`src/rtl/conv_window_gen.sv`:
```
// 3x3x3 int8 sliding-window generator for a raster pixel stream.
// Two line buffers plus a 3x3 shift window feed a one-entry registered output stage.
module conv_window_gen #(
    parameter int IMG_W = 8,
    parameter int IMG_H = 8
) (
    input  logic           clk_i,
    input  logic           rst_n,
    input  logic [23:0]    pix_i,
    input  logic           pix_valid_i,
    output logic           pix_ready_o,
    output logic [215:0]   win_o,
    output logic           win_valid_o,
    input  logic           win_ready_i,
    output logic           frame_done_o
);

    localparam int CW = $clog2(IMG_W);
    localparam int RW = $clog2(IMG_H);
    localparam logic [CW-1:0] COL_LAST = CW'(IMG_W - 1);
    localparam logic [RW-1:0] ROW_LAST = RW'(IMG_H - 1);

    logic [CW-1:0]  col_q, col_d;
    logic [RW-1:0]  row_q, row_d;
    logic [23:0]    line1_mem [IMG_W];
    logic [23:0]    line2_mem [IMG_W];
    logic [23:0]    win_q [3][3];
    logic [23:0]    win_d [3][3];
    logic [215:0]   win_o_q, win_o_d;
    logic [215:0]   packed_s;
    logic           win_valid_q, win_valid_d;
    logic           frame_done_q, frame_done_d;
    logic           accept_s, fire_s, last_col_s, last_row_s;

    // Handshake and position decode
    assign pix_ready_o = ~win_valid_q | win_ready_i;
    assign accept_s    = pix_valid_i & pix_ready_o;
    assign last_col_s  = (col_q == COL_LAST);
    assign last_row_s  = (row_q == ROW_LAST);
    assign fire_s      = accept_s & (row_q >= RW'(2)) & (col_q >= CW'(2));

    // Raster position counters
    always_comb begin
        col_d = col_q;
        row_d = row_q;
        if (accept_s) begin
            if (last_col_s) begin
                col_d = {CW{1'b0}};
                if (last_row_s) begin
                    row_d = {RW{1'b0}};
                end else begin
                    row_d = row_q + RW'(1);
                end
            end else begin
                col_d = col_q + CW'(1);
                row_d = row_q;
            end
        end else begin
            col_d = col_q;
            row_d = row_q;
        end
    end

    // Shift window: new right column comes from the two line buffers and the incoming pixel
    always_comb begin
        for (int r = 0; r < 3; r++) begin
            for (int c = 0; c < 3; c++) begin
                win_d[r][c] = win_q[r][c];
            end
        end
        if (accept_s) begin
            for (int r = 0; r < 3; r++) begin
                win_d[r][0] = win_q[r][1];
                win_d[r][1] = win_q[r][2];
            end
            win_d[0][2] = line2_mem[col_q];
            win_d[1][2] = line1_mem[col_q];
            win_d[2][2] = pix_i;
        end else begin
            for (int r = 0; r < 3; r++) begin
                win_d[r][2] = win_q[r][2];
            end
        end
    end

    // Pack the next window as byte ch*9 + wr*3 + wc
    always_comb begin
        packed_s = 216'd0;
        for (int ch = 0; ch < 3; ch++) begin
            for (int wr = 0; wr < 3; wr++) begin
                for (int wc = 0; wc < 3; wc++) begin
                    packed_s[8*(ch*9 + wr*3 + wc) +: 8] = win_d[wr][wc][8*ch +: 8];
                end
            end
        end
    end

    // One-entry output stage and end-of-frame pulse
    always_comb begin
        win_o_d      = win_o_q;
        win_valid_d  = win_valid_q;
        frame_done_d = accept_s & last_col_s & last_row_s;
        if (fire_s) begin
            win_o_d     = packed_s;
            win_valid_d = 1'b1;
        end else if (win_ready_i) begin
            win_valid_d = 1'b0;
        end else begin
            win_valid_d = win_valid_q;
        end
    end

    // Control, window and output registers
    always_ff @(posedge clk_i or posedge rst_n) begin
        if (rst_n) begin
            col_q        <= {CW{1'b0}};
            row_q        <= {RW{1'b0}};
            win_o_q      <= 216'd0;
            win_valid_q  <= 1'b0;
            frame_done_q <= 1'b0;
            for (int r = 0; r < 3; r++) begin
                for (int c = 0; c < 3; c++) begin
                    win_q[r][c] <= 24'd0;
                end
            end
        end else begin
            col_q        <= col_d;
            row_q        <= row_d;
            win_o_q      <= win_o_d;
            win_valid_q  <= win_valid_d;
            frame_done_q <= frame_done_d;
            win_q        <= win_d;
        end
    end

    // Line buffers are plain memories; stale contents never pass the row/col gate
    always_ff @(posedge clk_i) begin
        if (accept_s) begin
            line1_mem[col_q] <= pix_i;
            line2_mem[col_q] <= line1_mem[col_q];
        end
    end

    assign win_o        = win_o_q;
    assign win_valid_o  = win_valid_q;
    assign frame_done_o = frame_done_q;

endmodule

```
`config.mk`:
```
export PLATFORM = sky130hd
export DESIGN_NAME = conv_window_gen
export DESIGN_NICKNAME = d
export VERILOG_FILES = /design/src/rtl/conv_window_gen.sv
export SDC_FILE = /design/constraint.sdc
export NUM_CORES = 1
export LEC_CHECK = 0
export CAP_MARGIN = 5
export CORE_MARGIN = 5
export CORE_UTILIZATION = 45
export DETAILED_ROUTE_END_ITERATION = 8
export HOLD_SLACK_MARGIN = 0.12
export PLACE_DENSITY = 0.67
export SETUP_SLACK_MARGIN = 0.2
export SYNTH_ARGS = -nofsm -noshare
export SYNTH_HDL_FRONTEND = slang
export SYNTH_SLANG_ARGS = --single-unit
```
`constraint.sdc`:
```
create_clock -name clk_i -period 14.2 [get_ports clk_i]
set_input_delay 2.84 -clock clk_i [delete_from_list [all_inputs] [get_ports clk_i]]
set_output_delay 2.84 -clock clk_i [all_outputs]
set_load 0.01 [all_outputs]
```
Word level (Yosys, flattened, before mapping) --
Memory sizes are Yosys's and may differ from the RTL's. Index checks and enable logic that the tools add are counted.
Word-level totals: register bits after elaboration 440, RAM bits 384, output and inout port bits 219, logic and storage cells 43, memories 2
Operators by class: add/sub/neg operators 2, $lt $le $gt $ge 2, eq/ne operators 2, multiplexer cells 12, bitwise operators 7, reduce and logical (&&, ||, !) cells 2
Memory list:
- line1_mem | words 8, width 24, read ports 1, clocked after Yosys merged registers in 0, wr ports 1, line 25 | logic [23:0] line1_mem [IMG_W];
- line2_mem | words 8, width 24, read ports 1, clocked after Yosys merged registers in 0, wr ports 1, line 26 | logic [23:0] line2_mem [IMG_W];
Operators by type and width (number):
- $mux 48 | 3
- $mux 24 | 3
- $add 3x1->3 const B | 2
- $eq 3x3->1 const B | 2
- $ge 3x2->1 const B | 2
- $mux 3 | 2
- $and 1x1->1 | 5
- $mux 1 | 4
- $reduce_and 2->1 | 1
- $reduce_bool 2->1 | 1
- $not 1->1 | 1
- $or 1x1->1 | 1

Longest topological paths before layout --
Gate-level depths: netlist (run 1).
word-level depth 6, depth in mapped cells 12

Worst setup path after synthesis (run 1) --
OpenSTA, ideal clock, no wires.
path type input port to flip-flop, start input win_ready_i, end memory line1_mem[2][0] (enable), setup time 513 ps, arrival time 7176 ps, data required time 13687 ps, slack 6511 ps, cell stages on the path 8, cell sequence nand2b_1 > buf_2 > nand2_2 > buf_2 > buf_2 > buf_2 > buf_2 > nor3_1
On the way: cells in the longest elaborated chain, start to end 4
Ends and longest elaborated chain:
- start: declaration | line 14 | input logic win_ready_i,
- $or 1x1->1 | line 36 | assign pix_ready_o = ~win_valid_q | win_ready_i;
- via pix_ready_o | line 11 | output logic pix_ready_o,
- $and 1x1->1 | line 37 | assign accept_s = pix_valid_i & pix_ready_o;
- $mux 1 | line 138 | if (accept_s) begin
- $mux 1 (not written as such) | line 139 | line1_mem[col_q] <= pix_i;
- end: declaration | line 25
The timed path passes the listed nets, and every way through them passes these cells.

Worst setup path after layout (run 1) --
start input win_ready_i, end output pix_ready_o
On the way: cells in the longest elaborated chain, start to end 1
Ends and longest elaborated chain (line):
- $or 1x1->1 | 36
- end: declaration | 11
No other way between the ends.

==> results.json, run 1 <==
{
  "ir_drop_mv": 0.125,
  "synth_top_area_share": 0.367,
  "drive_gt1_frac": 0.293,
  "grtUsageTotal": 0.179,
  "syn_to_final_growth_pct": 20.0,
  "required_ps": 11360,
  "io_pins": 247,
  "cp-start-kind": "input port",
  "cts_buffer_depth": 3,
  "antenna_left": 0,
  "finClkSkew_ps": 22.1,
  "rsz0062_at_grt": "false",
  "most-common-layout-cells": "dfrtp_1, edfxtp_1, clkdlybuf4s50_1",
  "place_inst": 2834,
  "grt_pass1_vias": 17000,
  "cts_buffers": 87,
  "maxSlewHeadroom": 0.139,
  "hold_buffers": 0,
  "yosys.area.top_type": "edfxtp_1",
  "setup_viol": 0,
  "holdPathStages": 2,
  "r2r_slack_ps": 10440,
  "drv_slew": 0,
  "power_density_nw_per_um2": 247,
  "fin_crit_sh": 0.500,
  "die_h_um": 274,
  "synth_ff_type": "dfrtp_1",
  "initialDrtViolationCount": 984,
  "synth_edf_count": 384,
  "p_clk_frac": 0.248,
  "nets": 2017,
  "p_comb_frac": 0.339,
  "rows": 97,
  "synth_area_leaders": "edfxtp_1, dfrtp_1, mux2_2, mux2_4, mux4_2",
  "dieWidth_um": 274,
  "drtPass1Iterations": 5,
  "grt_pass1_wl_um": 104000,
  "final_util": 0.541,
  "max_cap_violations": 0,
  "core_um2": 69700,
  "postSynthAreaPerCell_um2": 18.3,
  "critPathArrivalTime_ps": 4260,
  "num_antenna_cells": 0,
  "routedWlPerCell_um": 22.5,
  "clkSinkCount": 824,
  "intPower_w": 0.00647,
  "fin_setup_tns_ps": 0,
  "dpl.hpwl_um": 40000,
  "leakage_nw": 14.6,
  "postCtsSetupRepairBufs": 0,
  "viasPerCell": 5.31,
  "yosys.cell_types.count": 49,
  "outcome": "complete, no violations",
  "die_area_um2": 75300,
  "crit_fanout": 7,
  "tritoncts": "done",
  "clock_latency_ps": 620,
  "start_util": 0.451,
  "min_period_ps": 7100,
  "power_frac_seq": 0.413,
  "critPathKind": "in2out",
  "num_vias": 15900,
  "seq_area_frac_synth": 0.717,
  "hold_viol": 0,
  "synth_area_um2": 31400,
  "gp_congestion": 0.749,
  "grt_max_degree": 168,
  "power_switching_share": 0.306,
  "r2r_cells": 5,
  "drc": 0,
  "fmax_mhz": 141,
  "stdcell_count": 2996,
  "antenna_found_initial": 0,
  "p_sw_w": 0.00285,
  "ctsHtreeMaxLevel": 3,
  "fin_hold_ws_ps": 481,
  "grt_overflow": 0,
  "root_buffer": "clkbuf_16",
  "clk_pin_slew_ps": 60,
  "wl_um": 67500,
  "worstMarginPinSlew_ps": 1290,
  "syn_inst": 1717,
  "synth-seq-cells": 824,
  "cts_resized": 0,
  "ys_warn_count": 0,
  "hp-class": "reg2reg",
  "critPathCaptureType": "output port",
  "final_common_cell": "dfrtp_1",
  "place.port_buffers": 246,
  "async_flop_share": 0.534,
  "synth_nets": 1751
}
## cell families after synthesis
group	count (synthesis)	share of synthesized area
fa+ha+maj	6	0.00239
buf+inv	125	0.0232
mux	480	0.206
simple gates	120	0.0170
flops	824	0.717
compound gates	162	0.0350
## worst max-delay path, stage by stage
cell             delay, ps
clkdlybuf4s50_1        450
nand2b_1               350
clkdlybuf4s50_1        620
## power by group through the flow
stage | registers, W | clock network (W) | logic (W)
after floorplan | 0.00388 | 0 | 0.00188
after global placement | 0.00386 | 0 | 0.00312
after detailed placement | 0.00389 | 0 | 0.00319
after CTS | 0.00386 | 0.00237 | 0.00321
after global routing | 0.00394 | 0.00247 | 0.00339
final | 0.00385 | 0.00231 | 0.00316
## stage by stage
stage | instance area [um^2] | total power (W) | setup WS (ps)
after global routing | 37700 | 0.00980 | 7060
after floorplan | 31400 | 0.00576 | 5410
after CTS | 37700 | 0.00944 | 7100
after global placement | 34800 | 0.00698 | 7100
final | 37700 | 0.00932 | 7100
after detailed placement | 34800 | 0.00708 | 7100
## layer usage
layer	wire length, um	up-vias	share of wire	GRT usage
li1	-	7027	-	-
met1	29300	8346	0.43	0.245
met2	32800	432	0.49	0.292
met3	3870	101	0.057	0.0365
met4	1580	0	0.023	0.0532
met5	0	-	0	0
## Yosys cell counts, types with 2 or more instances
master,instances
mux2_4,149
buf_2,37
mux2_2,224
mux2i_1,52
clkbuf_1,25
a31oi_1,16
buf_4,3
a211o_1,5
and2_1,2
ha_1,6
a221oi_1,38
and4_1,2
and3_1,3
nor2b_1,4
a22oi_1,5
nand3_1,2
o22a_1,2
buf_6,27
edfxtp_1,384
nor4b_1,2
o211ai_1,2
o221ai_1,8
inv_1,27
dfrtp_1,440
a221o_1,2
buf_1,4
mux2_1,5
o22ai_1,9
nor3_1,5
nor2_1,19
mux4_2,50
a21o_1,2
or3_1,3
a22o_1,2
nand2_1,70
nand2b_1,4
a21oi_1,7
o21ai_0,59
## layout make-up
class / count / area (um^2)
Clock buffer: 113 / 2440
Fill cell: 5444 / 31900
Sequential cell: 824 / 22600
Timing Repair Buffer: 273 / 2690
Clock inverter: 49 / 519
Inverter: 29 / 113
Multi-Input combinational cell: 768 / 8230
Tap cell: 940 / 1180
## sequential cells by signal, indices dropped and copies added (netlist names)
name	cells
col_q	3
frame_done_o	1
line1_mem	192
line2_mem	192
row_q	3
win_o	216
win_q	216
win_valid_o	1
## final timing paths
path,startpoint,end
setup / recovery,win_ready_i,pix_ready_o
hold / removal,win_o[119]$_DFFE_PP0P_,win_o[119]$_DFFE_PP0P_
setup reg to reg,col_q[1]$_DFFE_PP0P_,win_q[167]$_DFF_PP0_
hold reg to reg,win_o[119]$_DFFE_PP0P_,win_o[119]$_DFFE_PP0P_
max in group asynchronous,rst_n,win_q[8]$_DFF_PP0_
min in group asynchronous,rst_n,win_q[212]$_DFF_PP0_
No activity file was read; power rests on OpenSTA's default activity.
==> run 2, diff against run 1 <==
==> constraint.sdc (replaced) <==
create_clock -name clk_i -period 6.2 [get_ports clk_i]
set_input_delay 1.24 -clock clk_i [delete_from_list [all_inputs] [get_ports clk_i]]
set_output_delay 1.24 -clock clk_i [all_outputs]
set_load 0.01 [all_outputs]
==> run 2 against run 1 <==
Effect of this change:
- first-iteration DRC count up 14%
- clock skew up 23 ps
- core utilization up 0.079 points
- worst hold slack worse by 0.95 ps
- design area up 0.15%
- global-route usage about the same
- critical endpoint unchanged
==> results.json, run 2 (synthesis gave the netlist of run 1 again) <==
{
  "outcome": "complete, no violations",
  "wl_um": 67600,
  "initialDrtViolationCount": 1117,
  "hold_buffers": 0,
  "fmax_mhz": 256,
  "viasPerCell": 5.30,
  "grt_pass1_vias": 16900,
  "dpl.hpwl_um": 41400,
  "clk_pin_slew_ps": 60,
  "grt_pass1_wl_um": 104000,
  "min_to": "win_q[80]$_DFF_PP0_",
  "p_clk_frac": 0.242,
  "place.port_buffers": 246,
  "slowest_delay_ps": 620,
  "postCtsSetupRepairBufs": 0,
  "die_area_um2": 75300,
  "power_frac_seq": 0.419,
  "hold_start": "win_q[80]$_DFF_PP0_",
  "r2r-start": "col_q[1]$_DFFE_PP0P_",
  "grtUsageTotal": 0.179,
  "final_common_cell": "dfrtp_1",
  "clkSinkCount": 824,
  "rows": 97,
  "r2r_cells": 4,
  "path_delay_family": "buffers and inverters",
  "drive_gt1_frac": 0.294,
  "place_inst": 2838,
  "dr.max_layer_used": "met4",
  "most-common-layout-cells": "dfrtp_1, edfxtp_1, clkdlybuf4s50_1",
  "p_sw_w": 0.00662,
  "intPower_w": 0.0146,
  "route.met3.wl_um": 3810,
  "grt_max_degree": 154,
  "crit_buf_inv": 2,
  "stdcell_count": 3000,
  "holdPathStages": 2,
  "critPathCaptureType": "output port",
  "min_period_ps": 3910,
  "grt_overflow": 0,
  "cts_buffers": 86,
  "root_buffer": "clkbuf_16",
  "final_area_um2": 37800,
  "met2_length_um": 32900,
  "cpMaxStageDelayCell": "clkdlybuf4s50_1",
  "core_um2": 69700,
  "ir_drop_mv": 0.345,
  "power_switching_share": 0.312,
  "power_density_nw_per_um2": 562,
  "cp-start-kind": "input port",
  "worstMarginPinSlew_ps": 1070,
  "fin_crit_sh": 0.631,
  "maxSlewHeadroom": 0.264,
  "start_util": 0.451,
  "clock_latency_ps": 650,
  "dieWidth_um": 274,
  "r2r_end": "line2_mem[3][10]$_DFFE_PP_",
  "hold_viol": 0,
  "wl_met1_um": 29600,
  "crit_path_frequent_cell": "clkdlybuf4s50_1",
  "drv_slew": 0,
  "cts_buffer_depth": 3,
  "p_comb_frac": 0.339,
  "syn_to_final_growth_pct": 20.1,
  "hp-class": "reg2reg",
  "routedWlPerCell_um": 22.5,
  "path_cells": "clkdlybuf4s50_1 -> nand2b_1 -> clkdlybuf4s50_1",
  "tritoncts": "done",
  "io_pins": 247,
  "antenna_left": 0,
  "num_vias": 15900,
  "required_ps": 4960,
  "rsz0062_at_grt": "false",
  "nets": 2020,
  "ctsHtreeMaxLevel": 3,
  "finClkSkew_ps": 45.3,
  "crit_fanout": 7,
  "fin_setup_tns_ps": 0,
  "r2r_slack_ps": 2300,
  "leakage_nw": 14.5,
  "critPathKind": "in2out",
  "cts_resized": 0,
  "drtPass1Iterations": 7,
  "max_cap_violations": 0,
  "critPathArrivalTime_ps": 2670,
  "antenna_found_initial": 2,
  "die_h_um": 274,
  "placed_cell_area_um2": 34900,
  "gp_congestion": 0.768,
  "setup_viol": 0,
  "drc": 0
}
## run 2: power groups by stage
stage,registers [W],clock network (W),logic (W)
2_1_floorplan,0.00888,0,0.00431
3_3_place_gp,0.00893,0,0.00711
3_5_place_dp,0.00900,0,0.00728
4_1_cts,0.00893,0.00527,0.00731
5_1_grt,0.00910,0.00553,0.00772
6_report,0.00890,0.00514,0.00720
## run 2: layer usage
| layer | vias to the layer above | GRT usage |
|---|---|---|
| li1 | 7043 | - |
| met1 | 8379 | 0.251 |
| met2 | 417 | 0.290 |
| met3 | 70 | 0.0340 |
| met4 | 0 | 0.0487 |
| met5 | - | 0 |
## run 2: final cells by class
class | count | area [um^2]
Antenna cell | 1 | 2.50
Clock buffer | 122 | 2450
Clock inverter | 39 | 444
Fill cell | 5456 | 31900
Inverter | 29 | 113
Multi-Input combinational cell | 768 | 8260
Sequential cell | 824 | 22600
Tap cell | 940 | 1180
Timing Repair Buffer | 277 | 2780
## run 2: tightest hold or removal path, cell delays in order (launching register included)
cell,delay (ps)
dfrtp_1,340
nand2_1,40
o21ai_0,60
## run 2: worst max path at each step
| stage | from | to | slack [ps] | depth (start not counted) |
|---|---|---|---|---|
| CTS | col_q[1]$_DFFE_PP0P_ | line2_mem[3][10]$_DFFE_PP_ | 2210 | 4 |
| finish | win_ready_i | pix_ready_o | 2290 | 3 |
| floorplan | rst_n | col_q[0]$_DFFE_PP0P_ | -990 | 1 |
| detailed placement | win_ready_i | line1_mem[7][20]$_DFFE_PP_ | 1840 | 6 |
| global route | col_q[1]$_DFFE_PP0P_ | line2_mem[3][10]$_DFFE_PP_ | 2070 | 4 |
| global placement | win_ready_i | line1_mem[7][20]$_DFFE_PP_ | 1870 | 6 |
## run 2: metrics by stage
step	utilization	worst slack (ps)	total power [W]	hold slack, ps
after floorplan	-	-985	0.0132	444
after CTS	0.542	2210	0.0215	485
after global routing	0.542	2070	0.0224	504
final	0.542	2290	0.0212	480
after global placement	0.501	1870	0.0160	461
after detailed placement	0.501	1840	0.0163	467
==> run 3, diff against run 2 <==
--- a/config.mk
+++ b/config.mk
@@ -10,7 +10,7 @@
 export CORE_UTILIZATION = 45
 export DETAILED_ROUTE_END_ITERATION = 8
 export HOLD_SLACK_MARGIN = 0.12
-export PLACE_DENSITY = 0.67
+export PLACE_DENSITY = 0.64
 export SETUP_SLACK_MARGIN = 0.2
 export SYNTH_ARGS = -nofsm -noshare
 export SYNTH_HDL_FRONTEND = slang
==> constraint.sdc (replaced) <==
create_clock -name clk_i -period 3.6 [get_ports clk_i]
set_input_delay 0.72 -clock clk_i [delete_from_list [all_inputs] [get_ports clk_i]]
set_output_delay 0.72 -clock clk_i [all_outputs]
set_load 0.01 [all_outputs]
==> run 3 against run 2 <==
Effect of this change:
- clock power grew 74%
- sequential power is 71% higher
- sequential share of layout area down 0.98 points
- register-to-register slack got worse by 1600 ps
- clock skew shrank 24 ps
- design area rose by 1.7%
- combinational power is 82% higher
- cell count is 1.6% higher
- critical path depth is 2 higher
- die area unchanged
- critical path type is now reg2reg
- critical endpoint is now win_q[163]$_DFF_PP0_
- largest power group unchanged
==> results.json, run 3 (synthesis gave the netlist of run 1 again) <==
{
  "outcome": "complete, no violations",
  "rsz0062_at_grt": "false",
  "setup_viol": 0,
  "drtPass1Iterations": 5,
  "final_util": 0.551,
  "wl_met1_um": 30500,
  "dr.max_layer_used": "met4",
  "start_util": 0.451,
  "path_delay_family": "compound AO/OA/AOI/OAI gates",
  "clk_pin_slew_ps": 60,
  "clkSinkCount": 824,
  "die_h_um": 274,
  "hold_buffers": 0,
  "clock_latency_ps": 640,
  "fin_crit_sh": 0.801,
  "met2_length_um": 33200,
  "io_pins": 247,
  "place.port_buffers": 246,
  "ir_drop_mv": 0.495,
  "root_buffer": "clkbuf_16",
  "critPathCaptureType": "flip-flop",
  "antenna_left": 0,
  "gp_congestion": 0.750,
  "drv_slew": 0,
  "p_clk_frac": 0.241,
  "dpl.hpwl_um": 42800,
  "rows": 97,
  "routedWlPerCell_um": 22.6,
  "cts_buffers": 87,
  "r2r_cells": 5,
  "crit_fanout": 36,
  "r2r-start": "col_q[1]$_DFFE_PP0P_",
  "initialDrtViolationCount": 1088,
  "crit_path_start": "col_q[1]$_DFFE_PP0P_",
  "route.met3.wl_um": 3680,
  "dieWidth_um": 274,
  "fin_setup_tns_ps": 0,
  "drc": 0,
  "tritoncts": "done",
  "grt_max_degree": 106,
  "power_density_nw_per_um2": 969,
  "syn_to_final_growth_pct": 22.1,
  "most-common-layout-cells": "dfrtp_1, edfxtp_1, clkdlybuf4s50_1",
  "cts_buffer_depth": 3,
  "num_vias": 16100,
  "leakage_nw": 14.9,
  "hold_viol": 0,
  "cpMaxStageDelayCell": "dfrtp_4",
  "dp_slack_ps": 518,
  "cp.depth": 5,
  "grt_pass1_wl_um": 106000,
  "antenna_found_initial": 1,
  "fmax_mhz": 347,
  "min_period_ps": 2880,
  "core_um2": 69700,
  "power_frac_seq": 0.408,
  "crit_buf_inv": 1,
  "multi_input_area_um2": 8250,
  "p_comb_frac": 0.351,
  "setup_ws_ps": 717,
  "final_common_cell": "dfrtp_1",
  "viasPerCell": 5.27,
  "slowest_delay_ps": 880,
  "nets": 2070,
  "seq_area_um2": 22600,
  "nFillCells": 5461,
  "placed_cell_area_um2": 35500,
  "cp-start-kind": "flip-flop",
  "p_sw_w": 0.0115,
  "num_antenna_cells": 0,
  "wl_um": 69000,
  "worstMarginPinSlew_ps": 1060,
  "hp-class": "in2async",
  "postCtsSetupRepairBufs": 0,
  "power_switching_share": 0.309,
  "required_ps": 4070,
  "ctsHtreeMaxLevel": 3,
  "critPathKind": "reg2reg",
  "die_area_um2": 75300,
  "grtUsageTotal": 0.184,
  "max_cap_violations": 0,
  "maxSlewHeadroom": 0.292,
  "finClkSkew_ps": 21.8,
  "path_cells": "buf_12 -> nor2b_1 -> a22o_1 -> a221oi_1 -> o21ai_0",
  "critPathArrivalTime_ps": 3360,
  "cts_resized": 0,
  "grt_pass1_vias": 17400,
  "final_area_um2": 38400,
  "intPower_w": 0.0257,
  "drive_gt1_frac": 0.312,
  "grt_overflow": 0
}
==> run 3: cell count changes in the layout (fill, tap and decap cells not counted), moves of 3 or more <==
cell	delta
buf_12	+18
buf_4	+31
clkbuf_1	-4
clkbuf_16	+3
clkinv_2	+5
clkinvlp_4	-5
==> run 3: per-stage QoR <==
stage,hold slack [ps],power [W],cells
6_report,436,0.0372,3049
5_1_grt,442,0.0392,3049
4_1_cts,405,0.0377,3049
3_5_place_dp,469,0.0286,2887
3_3_place_gp,464,0.0282,2887
2_1_floorplan,444,0.0227,1717
==> run 3: cell type report <==
| class | count | share of cell area |
|---|---|---|
| clock inverter | 38 | 0.0104 |
| inverter | 29 | 0.00293 |
| timing repair buffer | 326 | 0.0879 |
| multi-input combinational | 768 | 0.215 |
| sequential | 824 | 0.587 |
| tap | 940 | 0.0306 |
| clock buffer | 124 | 0.0662 |
==> run 3: worst reg2reg max path: cells and delay by family (launching register included) <==
kind            cells  cell delay, ps
compound gates      3            1210
flops               1             880
buf+inv             1             340
simple gates        1             290
==> run 3: power by group through the flow <==
| stage | clock, W | combinational, W | sequential (W) |
|---|---|---|---|
| 3_5_place_dp | 0 | 0.0132 | 0.0154 |
| 2_1_floorplan | 0 | 0.00745 | 0.0153 |
| 6_report | 0.00895 | 0.0131 | 0.0152 |
| 3_3_place_gp | 0 | 0.0129 | 0.0153 |
| 4_1_cts | 0.00918 | 0.0133 | 0.0152 |
| 5_1_grt | 0.00960 | 0.0140 | 0.0155 |
==> run 3: metal layers <==
metal / vias up / GRT usage
li1: 7128 / -
met1: 8432 / 0.254
met2: 403 / 0.298
met3: 112 / 0.0413
met4: 0 / 0.0485
met5: - / 0
==> run 3: path summary, 6_finish.rpt <==
check	to	slack [ps]
worst max-delay path	win_q[163]$_DFF_PP0_	720
worst min-delay path	win_q[98]$_DFF_PP0_	440
worst max register to register	win_q[163]$_DFF_PP0_	720
worst min register to register	win_o[189]$_DFFE_PP0P_	480
max in group asynchronous	win_q[124]$_DFF_PP0_	2110
min in group clk_i	win_o[189]$_DFFE_PP0P_	480
